--- config.mk ---
export PLATFORM = sky130hd
export DESIGN_NAME = decode_execute_register
export DESIGN_NICKNAME = d
export VERILOG_FILES = /design/src/rtl/decode_execute_register.sv
export SDC_FILE = /design/constraint.sdc
export NUM_CORES = 1
export LEC_CHECK = 0
export CORE_ASPECT_RATIO = 1.5
export CORE_UTILIZATION = 40
export DETAILED_ROUTE_END_ITERATION = 8
export GPL_ROUTABILITY_DRIVEN = 0
export PLACE_DENSITY = 0.79
export SYNTH_ARGS = -nofsm -noshare
export SYNTH_HDL_FRONTEND = slang
export SYNTH_SLANG_ARGS = --single-unit
export TNS_END_PERCENT = 10
--- constraint.sdc ---
create_clock -name CLK -period 2.7 [get_ports CLK]
set_clock_uncertainty 0.1 [all_clocks]
set_input_delay 0.54 -clock CLK [delete_from_list [all_inputs] [get_ports CLK]]
set_output_delay 0.54 -clock CLK [all_outputs]
set_load 0.01 [all_outputs]
--- src/rtl/decode_execute_register.sv ---
// Decode/execute pipeline register with load-use stall, branch flush, hold and a
// saturating bubble counter.
//
// state       | meaning
// ------------+---------------------------------------------------------------
// RUN         | normal flow; execute holds the last loaded instruction
// LU_BUBBLE   | a load-use bubble was inserted; decode instruction is re-offered
// FLUSHED     | a taken-branch bubble was inserted; decode was squashed
module decode_execute_register #(
    parameter int DATA_WIDTH     = 32,
    parameter int REG_ADDR_WIDTH = 5
) (
    input  logic                      CLK,
    input  logic                      RESET,

    input  logic                      REG_WRITE_D,
    input  logic                      MEM_TO_REG_D,
    input  logic                      MEM_WRITE_D,
    input  logic                      BRANCH_D,
    input  logic [3:0]                ALU_CONTROL_D,
    input  logic [1:0]                ALU_SRC_D,
    input  logic [DATA_WIDTH-1:0]     RD1_D,
    input  logic [DATA_WIDTH-1:0]     RD2_D,
    input  logic [DATA_WIDTH-1:0]     IMM_D,
    input  logic [REG_ADDR_WIDTH-1:0] RS_D,
    input  logic [REG_ADDR_WIDTH-1:0] RT_D,
    input  logic [REG_ADDR_WIDTH-1:0] RD_D,
    input  logic                      BRANCH_TAKEN_E,
    input  logic                      HOLD,

    output logic                      REG_WRITE_E,
    output logic                      MEM_TO_REG_E,
    output logic                      MEM_WRITE_E,
    output logic                      BRANCH_E,
    output logic [3:0]                ALU_CONTROL_E,
    output logic [1:0]                ALU_SRC_E,
    output logic [DATA_WIDTH-1:0]     RD1_E,
    output logic [DATA_WIDTH-1:0]     RD2_E,
    output logic [DATA_WIDTH-1:0]     IMM_E,
    output logic [REG_ADDR_WIDTH-1:0] RS_E,
    output logic [REG_ADDR_WIDTH-1:0] RT_E,
    output logic [REG_ADDR_WIDTH-1:0] RD_E,
    output logic                      VALID_E,
    output logic                      STALL_D,
    output logic                      FLUSH_D,
    output logic [15:0]               BUBBLE_COUNT
);

    localparam logic [1:0]  ST_RUN       = 2'd0;
    localparam logic [1:0]  ST_LU_BUBBLE = 2'd1;
    localparam logic [1:0]  ST_FLUSHED   = 2'd2;

    // A bubble must decode as a harmless no-op in execute.
    localparam logic [3:0]  BUBBLE_ALU_CONTROL = 4'b1111;
    localparam logic [1:0]  BUBBLE_ALU_SRC     = 2'b01;
    localparam logic [15:0] COUNT_MAX          = 16'hFFFF;

    logic [1:0] state_q;
    logic [1:0] state_d;
    logic       load_use;
    logic       take_flush;
    logic       take_lu;
    logic       take_load;
    logic       insert_bubble;

    // Register 0 is hard-wired, so a load targeting it never creates a hazard.
    assign load_use = VALID_E && MEM_TO_REG_E && (RD_E != '0) &&
                      ((RD_E == RS_D) || (RD_E == RT_D));

    // Priority of the update rules below reset: hold, branch flush, load-use, load.
    always_comb begin
        take_flush = 1'b0;
        take_lu    = 1'b0;
        take_load  = 1'b0;
        if (!RESET && !HOLD) begin
            if (BRANCH_TAKEN_E) begin
                take_flush = 1'b1;
            end else if (load_use) begin
                take_lu = 1'b1;
            end else begin
                take_load = 1'b1;
            end
        end
    end

    always_ff @(posedge CLK) begin
        if (RESET) begin
            state_q <= ST_RUN;
        end else begin
            state_q <= state_d;
        end
    end

    always_comb begin
        state_d = state_q;
        if (take_flush) begin
            state_d = ST_FLUSHED;
        end else if (take_lu) begin
            state_d = ST_LU_BUBBLE;
        end else if (take_load) begin
            state_d = ST_RUN;
        end
    end

    always_comb begin
        STALL_D       = (load_use && !BRANCH_TAKEN_E) || HOLD;
        FLUSH_D       = BRANCH_TAKEN_E && !HOLD;
        insert_bubble = take_flush || take_lu;
    end

    always_ff @(posedge CLK) begin
        if (RESET || insert_bubble) begin
            REG_WRITE_E   <= 1'b0;
            MEM_TO_REG_E  <= 1'b0;
            MEM_WRITE_E   <= 1'b0;
            BRANCH_E      <= 1'b0;
            ALU_CONTROL_E <= BUBBLE_ALU_CONTROL;
            ALU_SRC_E     <= BUBBLE_ALU_SRC;
            RD1_E         <= '0;
            RD2_E         <= '0;
            IMM_E         <= '0;
            RS_E          <= '0;
            RT_E          <= '0;
            RD_E          <= '0;
            VALID_E       <= 1'b0;
        end else if (take_load) begin
            REG_WRITE_E   <= REG_WRITE_D;
            MEM_TO_REG_E  <= MEM_TO_REG_D;
            MEM_WRITE_E   <= MEM_WRITE_D;
            BRANCH_E      <= BRANCH_D;
            ALU_CONTROL_E <= ALU_CONTROL_D;
            ALU_SRC_E     <= ALU_SRC_D;
            RD1_E         <= RD1_D;
            RD2_E         <= RD2_D;
            IMM_E         <= IMM_D;
            RS_E          <= RS_D;
            RT_E          <= RT_D;
            RD_E          <= RD_D;
            VALID_E       <= 1'b1;
        end
    end

    always_ff @(posedge CLK) begin
        if (RESET) begin
            BUBBLE_COUNT <= '0;
        end else if (insert_bubble && (BUBBLE_COUNT != COUNT_MAX)) begin
            BUBBLE_COUNT <= BUBBLE_COUNT + 16'd1;
        end
    end

endmodule

---- Word level (Yosys, flattened, before mapping) ----
Cells that the tools add are included.
storage, ports and cells
  output and inout port bits .............. 140
  memory bits (writable) .................. 0
  memories ................................ 0
  latch bits .............................. 0
  bits in read-only memories .............. 0
  bits of input ports ..................... 125
  word-level logic and storage cells ...... 41
  bits in registers ....................... 138
cells by class
  shift-type cells ........................ 0
  multiplexer cells ....................... 8
  $mul .................................... 0
  equal/unequal tests ..................... 3
  divide/modulo/power cells ............... 0
  add/subtract/negate cells ............... 1
  bitwise logic cells ..................... 0
  $lt $le $gt $ge ......................... 0
  reductions and logical operators ........ 15
operators by type and width
  operator                                                          number
  16-bit by 1-bit adder with 16-bit output (second input constant)  1
  16-bit != test (second input constant)                            1
  5-bit equality test                                               2
  1-bit two-way mux                                                 8
  1-bit logical AND                                                 7
  5-bit nonzero test                                                1
  1-bit logical OR                                                  4
  1-bit zero test                                                   3

---- Logic depth before layout (Yosys ltp) ----
Gate-level depths: netlist (run 1).
  depth in word-level cells ............... 8
  gate-level depth with buffers ........... 8

---- Worst setup path after synthesis (run 1) ----
No wires, ideal clock.
  path kind ............................... in2reg
  start point ............................. in RESET
  end point ............................... reg BUBBLE_COUNT[11]
  arrival time ............................ 2110 ps
  path buffers ............................ 1
  library setup time ...................... 121 ps
  stages on the path ...................... 6
  data required time ...................... 2479 ps
  path slack .............................. 369 ps
  cells stage by stage .................... clkbuf_1 -> inv_1 -> nand2_1 -> nor4bb_1 -> nor4bb_1 -> mux2_2
on the way
  word-level cells in the longest chain between the ends .. 5
ends and longest elaborated chain
  item                    line  source
  start: declaration      14    input logic RESET,
  1-bit zero test         75    if (!RESET && !HOLD) begin
  1-bit logical AND       75
  1-bit two-way mux       75
  1-bit logical OR        108   insert_bubble = take_flush || take_lu;
  1-bit logical AND       146   end else if (insert_bubble && (BUBBLE_COUNT != COUNT_MAX)) begin
  end signal: assignment  147   BUBBLE_COUNT <= BUBBLE_COUNT + 16'd1;
  end: declaration        46    output logic [15:0] BUBBLE_COUNT
Several ways; a longest one is shown, not always the timed one.
A chain may end at the register's enable or synchronous reset.

---- Final worst setup path (run 1) ----
  start point ............................. in RT_D[4]
  end point ............................... out STALL_D
on the way
  word-level cells in the longest chain between the ends .. 5
ends and longest elaborated chain
  item                 line  source
  start: declaration   26    input logic [REG_ADDR_WIDTH-1:0] RT_D,
  5-bit equality test  68    ((RD_E == RS_D) || (RD_E == RT_D));
  1-bit logical OR     68
  1-bit logical AND    67    assign load_use = VALID_E && MEM_TO_REG_E && (RD_E != '0) &&
  1-bit logical AND    106   STALL_D = (load_use && !BRANCH_TAKEN_E) || HOLD;
  1-bit logical OR     106
  end: declaration     44    output logic STALL_D,
Every way passes these cells.

==> results by stage, run 1 <==
Logic synthesis:
- By count the netlist is led by 138 x dfxtp_1, 107 x o221a_2, 19 x clkbuf_1, 19 x nor2_1, 10 x xor2_1.
- The number of synthesized register bits is between 100 and 150.
- The net count after synthesis is between 500 and 600.
- The fraction of the yosys area taken by sequential cells is between 50% and 60%.
- The post-synthesis cell count is ~410.
- The number of synthesized flops with an enable pin is 0.
- The cell accounting for the most synthesized area is dfxtp_1.
- The most used flip-flop cell after synthesis is dfxtp_1.
- Averaged over all synthesized cells, the footprint is approximately 12 sq um.
- The fraction of registers with async set/reset is 0%.
- The top cell type by area accounts for between 50% and 60% of the synthesized area.
- During synthesis, Yosys emitted a total of 0 warnings.
- Among all cell types in the netlist, the one instantiated most often is dfxtp_1.
- The synthesized netlist occupies a cell area of ~0.005 sq mm.
- By area the synthesized netlist is led by dfxtp_1 54%, o221a_2 24%, o221a_1 2.0%.
- The number of distinct standard cells referenced by the synthesized netlist is 45.

Cells and area:
- From synthesis to final layout, the design area changed by 68.98%.
- The total number of nets in the final design is between 800 and 900.
- Of the cells placed in the final design, the portion with a size suffix greater than 1 is around a quarter.
- The sequential cells in the finished layout cover a total of 0.002763 sq mm.
- The repair_antennas step left the layout with diodes totalling 0.
- After filler insertion, the fill cell instance count of the layout stands at a little under 900.
- The area used by multi-input combinational logic is around 0.0021 sq mm.

Power:
- The maximum resistive drop on vdd is just over 400 uV.
- The clock share of power is between 40 and 50%.
- The sequential share of power is around two fifths.
- The internal cell power is between 0.004 and 0.005 W.
- For this design the static power due to leakage is between 3 and 4 nW.
- For this design the total switching power over the nets is between 0.001 and 0.0015 W.
- The total power divided by cell area is slightly above 600 mW/mm^2.
- The fraction of power consumed by combinational cells is between 10% and 20%.
- The fraction of power spent switching nets is between 20% and 30%.

Route:
- Across all layers, the routed design uses about 4800 vias.
- The routed wire length is 16150 microns.
- The first detailed-routing pass ran for 5 iterations.
- The routed length per instance is between 15 and 20 microns.
- The antenna violation net count after detailed routing is 0.
- The average vias per placed instance is roughly 5.6.
- The count of unresolved DRC violations after routing is 0.
- The number of DRC markers after the initial detailed-route iteration is 251.

STA:
- The final count of negative-setup-slack endpoints is 0.
- The slew at the pin with the worst max-slew slack is between 0.6 and 0.7 ns.
- The number of endpoints with negative hold slack in the final report is 0.
- Headroom to the max-slew limit came out at 58.73%.
- The setup slack after layout is between 0.06 and 0.07 ns.
- Derived from the worst setup path, the maximum achievable clock frequency is approximately 0.38 GHz.
- Dividing the final minimum period by the clock period gives just under 100%.
- The count of pins over their slew limit was 0.
- Subtracting the final worst setup slack from the clock period gives around 2.6 ns.
- In the final timing run, aggregate negative setup slack is 0 ns.
- Setup repair after global routing left no endpoint under its margin.

Clock tree:
- The clock transition at the registers of the reported paths is roughly 0.060 ns.
- The clock tree synthesis step divided the H-tree into 4 levels.
- The clock drives ~140 sinks.
- The longest clock path from root to sink contains 2 buffers.
- TritonCTS built the clock tree.
- The number of buffers inserted during clock tree synthesis is 17.
- Clock tree synthesis selected as its root buffer the cell clkbuf_16.
- The clock latency on the worst-skew pair is between 0.4 and 0.5 ns.

Floorplanning:
- The die outline area is ~0.013 sq mm.
- The row count is 50.
- The die outline width is around 94 microns.
- The overall die height is about 140 microns.
- During I/O placement, the number of pins put on the boundary was ~270.
- After floorplanning, the core was sized to cover ~0.012 sq mm.
- The initial core utilization is a little over 40%.

Placement:
- The count of input and output buffers is ~260.
- The minimum setup slack after placement is -0.4794 ns.
- Detailed placement finished with a half-perimeter wire length of 11430 microns.

Global route:
- The total routing usage reported by global routing is between 20 and 25%.
- The global-route wire length before repair is between 20000 and 30000 microns.
- Summed over all layers, the global routing overflow is 0.
- The number of antenna violations at the first check in global routing is 0.
- The number of global-route vias before repair came to 4936.
- The pin count of the biggest net entering global routing is 120.

Setup path:
- STA puts the critical path data arrival time at between 1.5 and 2 ns.
- STA classifies the critical path startpoint as an input pin.
- Of all nets on the critical path, the largest fanout is 2.
- The worst setup path is of the input pin to output pin kind.
- STA puts the critical path data required time at between 2 and 2.5 ns.
- The category of the worst setup path capture point is an output pin.

Job:
- Max-cap violations in this run came to 0.

Hold path:
- In this run the worst hold path is classified as flip-flop to flip-flop.

Outcome:
- The run finished with clean final reports.
-- path summary, 6_finish.rpt --
check / from / end / slack (ns) / depth (start not counted)
max: RT_D[4] / STALL_D / 0.07 / 6
min: ALU_CONTROL_E[0] / ALU_CONTROL_E[0] / 0.40 / 1
max reg2reg: RD_E[0] / RD1_E[26] / 0.24 / 7
min reg2reg: ALU_CONTROL_E[0] / ALU_CONTROL_E[0] / 0.40 / 1
-- per-layer routing --
layer  wire length [microns]  vias to the layer above  GRT usage [%]
li1                        -                     2192              -
met1                    6000                     2297          26.12
met2                    8314                      247          42.79
met3                    1335                       45          7.058
met4                     501                        0          12.15
met5                       0                        -              0
-- through the flow --
step	hold slack (ns)	instance area [sq um]	util [%]	power [W]	std cells
2_1_floorplan	0.3960	5102	-	0.002519	411
3_3_place_gp	0.3741	7989	64.17	0.002969	816
3_5_place_dp	0.3813	7989	64.17	0.002993	816
4_1_cts	0.3975	8605	69.12	0.005382	848
5_1_grt	0.4135	8622	69.26	0.005529	849
6_report	0.4008	8622	69.26	0.005346	849
-- final cells by class --
cell class | count | share of cell area [%]
flip-flops and latches | 138 | 32.04
clock inverters | 12 | 1.901
clock buffers | 20 | 5.181
inverters | 7 | 0.3047
well taps | 156 | 2.264
repair buffers | 290 | 33.73
multi-input cells | 226 | 24.58
-- cells in the final DEF (no fill, tap or decap), types with 8 or more instances in the layout --
cell type | synthesis | routed
buf_4 | 2 | 20
clkbuf_16 | 0 | 17
clkdlybuf4s50_1 | 0 | 263
dfxtp_1 | 138 | 138
nand2_1 | 9 | 9
nor2_1 | 19 | 18
nor2b_1 | 8 | 8
o221a_1 | 9 | 9
o221a_2 | 107 | 107
xor2_1 | 10 | 10
-- worst max-delay path, cell delays in order --
cell and delay, ns:
clkdlybuf4s50_1 0.45, xor2_1 0.17, nor3_2 0.27, a22oi_2 0.15
o31ai_2 0.24, buf_2 0.17
-- logic make-up (layout without fill, tap and decap cells) --
kind of cell               after synthesis  count (layout)  synth area share (%)
AOI/OAI and AO/OA                      141             141                 29.94
xor gates and xnor gates                12              12                 2.060
adders and majority gates                1               1                0.2452
buffers and inverters                   47             329                 4.953
DFF                                    138             138                 54.14
muxes                                   10              10                 2.134
and+or+nand+nor                         62              62                 6.523
-- flip-flops by register name, indices dropped and copies added, names as in the netlist --
| signal | cells |
|---|---|
| IMM_E | 32 |
| RD1_E | 32 |
| RD2_E | 32 |
| BUBBLE_COUNT | 16 |
| RD_E | 5 |
| RS_E | 5 |
| RT_E | 5 |
| ALU_CONTROL_E | 4 |
| ALU_SRC_E | 2 |
| BRANCH_E | 1 |
| MEM_TO_REG_E | 1 |
| MEM_WRITE_E | 1 |
| REG_WRITE_E | 1 |
| VALID_E | 1 |
-- power by group through the flow --
stage	combinational, W	sequential (W)	clock, W
after floorplan	0.000232	0.00229	0
after global placement	0.000728	0.00224	0
after detailed placement	0.000745	0.00225	0
after CTS	0.000752	0.00220	0.00242
after global routing	0.000797	0.00222	0.00252
final	0.000754	0.00221	0.00239
-- repair_timing --
item	in CTS	in global routing
endpoints found under the setup margin	1	1
pin swaps	2	3
hold buffers	0	0
resized for setup	7	2
setup buffers	0	1
Power figures use the tool's default switching activity.
==> run 2: changes to the inputs <==
- RECOVER_POWER: unset -> 25
- clock period: 2.7 -> 2.76 ns (I/O delays scaled with it)
==> run 2 against run 1 <==
  * Clock-buffer cell count stayed put
  * Combinational power decreased by 6.0%
  * Total power decreased by 2.4%
  * Core utilization is 0.11 points lower
  * Register-to-register slack improved by 0.09 ns
  * Sequential share of layout area is 0.051 points higher
  * Die area stayed put
  * First-iteration DRC count increased by 9.6%
  * Global-route usage is 0.66 points lower
==> results by stage, run 2 (synthesized netlist as in run 1, its figures left out) <==
Outcome:
- The flow ran to the end, and the final reports show no timing, DRC or antenna violations.

Global route:
- The number of global-route vias before repair came to approximately 4900.
- The first global-routing pass estimated 24700 microns of wire.
- Global routing finished with a remaining overflow of 0.
- The number of antenna violations at the first check in global routing is 0.
- Entering global routing, the biggest net connects 70 pins.
- The total routing usage reported by global routing is between 20% and 30%.

Setup path:
- The critical path starts at RT_D[4].
- The endpoint of the worst setup timing path is STALL_D.
- The critical path goes through clkdlybuf4s50_1 -> xor2_1 -> nor3_2 -> a22oi_1 -> o31ai_1 -> clkbuf_2.
- The delay of the slowest cell on the worst path is approximately 0.44 ns.
- The standard cell with the maximum stage delay on the critical path is clkdlybuf4s50_1.
- In this run the worst path has a maximum fanout of 2.
- Counting cells, the worst reg-to-reg path comes to 7.
- The startpoint of the lowest-slack register-to-register path is RD_E[1].
- The sort of element at the start of the critical path is an input pin.
- STA puts the critical path data arrival time at roughly 2.0 ns.
- The worst setup path is captured at an output pin.
- STA puts the critical path data required time at approximately 2.1 ns.
- The endpoint identified for the worst register-to-register timing path is RD2_E[25].
- The reg-to-reg setup timing slack is roughly 0.33 ns.
- The kind of critical path is input pin to output pin.

Route:
- The detailed router finished its first iteration with about 280 violations.
- The count of nets left with antenna violations once routing finished came out at 0.
- The first-pass iteration count of the detailed router is 7.
- Dividing the detail-routed via count by the number of cells gives roughly 5.6.
- For this block, the routed nets add up to roughly 16000 microns of wire.
- The via count is ~4800.
- For this run, design rule violations remaining after detail routing come to 0.
- After detailed routing, the average wire length per cell comes to ~19 microns.

Power:
- The maximum resistive drop on vdd is ~400 uV.
- For this design the ratio of total power to cell area is roughly 600 mW/mm^2.
- After layout, the design draws a total of between 0.005 and 0.006 W.
- For this design the static power due to leakage is about 3.4 nW.

STA:
- The final count of negative-setup-slack endpoints is 0.
- Headroom to the max-slew limit came out at roughly three fifths.
- For the final routed database, the setup TNS stands at 0 ns.
- Timing would allow up to 0.3767 GHz.
- The setup slack after layout is between 0.1 and 0.15 ns.
- For the pin with the worst max-slew slack, the measured transition is about 0.62 ns.
- The part of the cycle the worst path needs is 96.17%.
- The number of endpoints with negative hold slack in the final report is 0.
- Setup repair after global routing left no endpoint under its margin.
- The count of pins over their slew limit is 0.
- The minimum period implied by the final worst setup slack is 2.654 ns.

Cells and area:
- The largest registers in the layout are IMM_E: 32 flops, RD1_E: 32 flops, RD2_E: 32 flops.
- For this run, the post-layout net count is between 800 and 900.
- The final design area excluding fillers is 0.008608 sq mm.
- The commonest non-fill, non-tap cell in the layout is clkdlybuf4s50_1.
- Compared with the post-synthesis result, the final layout area differs by 68.71%.
- The fraction of final layout cells sized beyond drive strength 1 is 26.12%.
- Cells fill 69.15% of the core in the end.
- The library cells used most frequently in the layout, excluding fill and tap cells, are 194 x clkdlybuf4s50_1, 138 x dfxtp_1, 107 x o221a_2, 69 x dlygate4sd3_1, 21 x buf_4.
- The repair_antennas step left the layout with diodes totalling 0.

Job:
- The number of maximum-capacitance violations is 0.

Floorplanning:
- The floorplan core area is 0.01245 sq mm.
- The I/O pin count is about 270.
- In this run the vertical extent of the chip is between 100 and 150 microns.
- The die outline width is about 94 microns.
- The row count is 50.
- The die covers 0.01322 sq mm.
- Once the floorplan was initialized, standard cells occupied approximately two fifths of the core.

Clock tree:
- The clock latency on the worst-skew pair is a little over 0.4 ns.
- The CTS tree is done.
- The H-tree depth is 4.
- After clock tree synthesis, the clock-pin slew on the worst setup and hold paths is 0.06 ns.
- The number of clock sinks seen by CTS is approximately 140.
- The quantity of hold-fixing buffers added after cts is 0.
- Counting the buffers created by CTS gives 17.
- The deepest clock path buffer count is 2.
- The cell sitting at the root of the clock tree is a clkbuf_16.

Placement:
- During placement, the flow inserted port buffers numbering roughly 260.
- In this run the cell area measured after placement is approximately 0.0080 sq mm.
- The wire-length estimate of the detail-placed layout is 11220 microns.
- Timing analysis after detailed placement gives a worst setup slack of -0.4120 ns.

Hold path:
- The worst hold-check path type is flip-flop to flip-flop.
==> run 2: area by class of cell <==
cell class	count	area (sq um)
Inverter	7	26.28
Timing Repair Buffer	290	2895
Fill cell	900	3841
Clock inverter	12	162.7
Clock buffer	20	456.7
Tap cell	156	195.2
Sequential cell	138	2763
Multi-Input combinational cell	226	2110
==> run 2: worst min-delay path by stage <==
stage / start / endpoint / cells past startpoint
final: ALU_CONTROL_E[2] / ALU_CONTROL_E[2] / 1
after global routing: ALU_CONTROL_E[1] / ALU_CONTROL_E[1] / 1
after CTS: ALU_CONTROL_E[0] / ALU_CONTROL_E[0] / 1
after detailed placement: ALU_CONTROL_E[1] / ALU_CONTROL_E[1] / 1
after global placement: ALU_CONTROL_E[2] / ALU_CONTROL_E[2] / 1
after floorplan: BUBBLE_COUNT[15] / BUBBLE_COUNT[15] / 1
==> run 2: critical path: cells and delay by family <==
kind                   cells  cell delay, ns
buffers and inverters      2            0.61
XOR/XNOR                   1            0.18
AND/OR/NAND/NOR            1            0.26
AO/OA/AOI/OAI              2            0.39
==> run 2: layer usage <==
layer,wire (microns),global-route usage [%],vias up
met5,0,0,-
met1,5816,25.46,2295
met3,1478,8.903,22
li1,-,-,2212
met4,297,8.988,0
met2,8135,41.50,225
==> run 2: through the flow <==
| stage | hold WS [ns] | instances |
|---|---|---|
| after floorplan | 0.3960 | 411 |
| after global routing | 0.4090 | 849 |
| final | 0.3976 | 849 |
| after global placement | 0.3738 | 816 |
| after CTS | 0.3999 | 848 |
| after detailed placement | 0.3844 | 816 |
==> run 2: timing repair <==
item	CTS	global route
buffers inserted	0	1
setup endpoints to repair	1	1
pin swaps	1	1
gates resized for setup	3	3
==> run 2: report_power, final <==
part	internal, W	total [W]	switching, W
Sequential	0.00209	0.00215	0.0000598
Combinational	0.000439	0.000709	0.000271
Clock	0.00148	0.00235	0.000872
==> run 3: changes to the inputs <==
- TNS_END_PERCENT: 10 -> 30
==> results of run 3 <==
The final DEF is identical to that of run 2; final timing and power are the same.
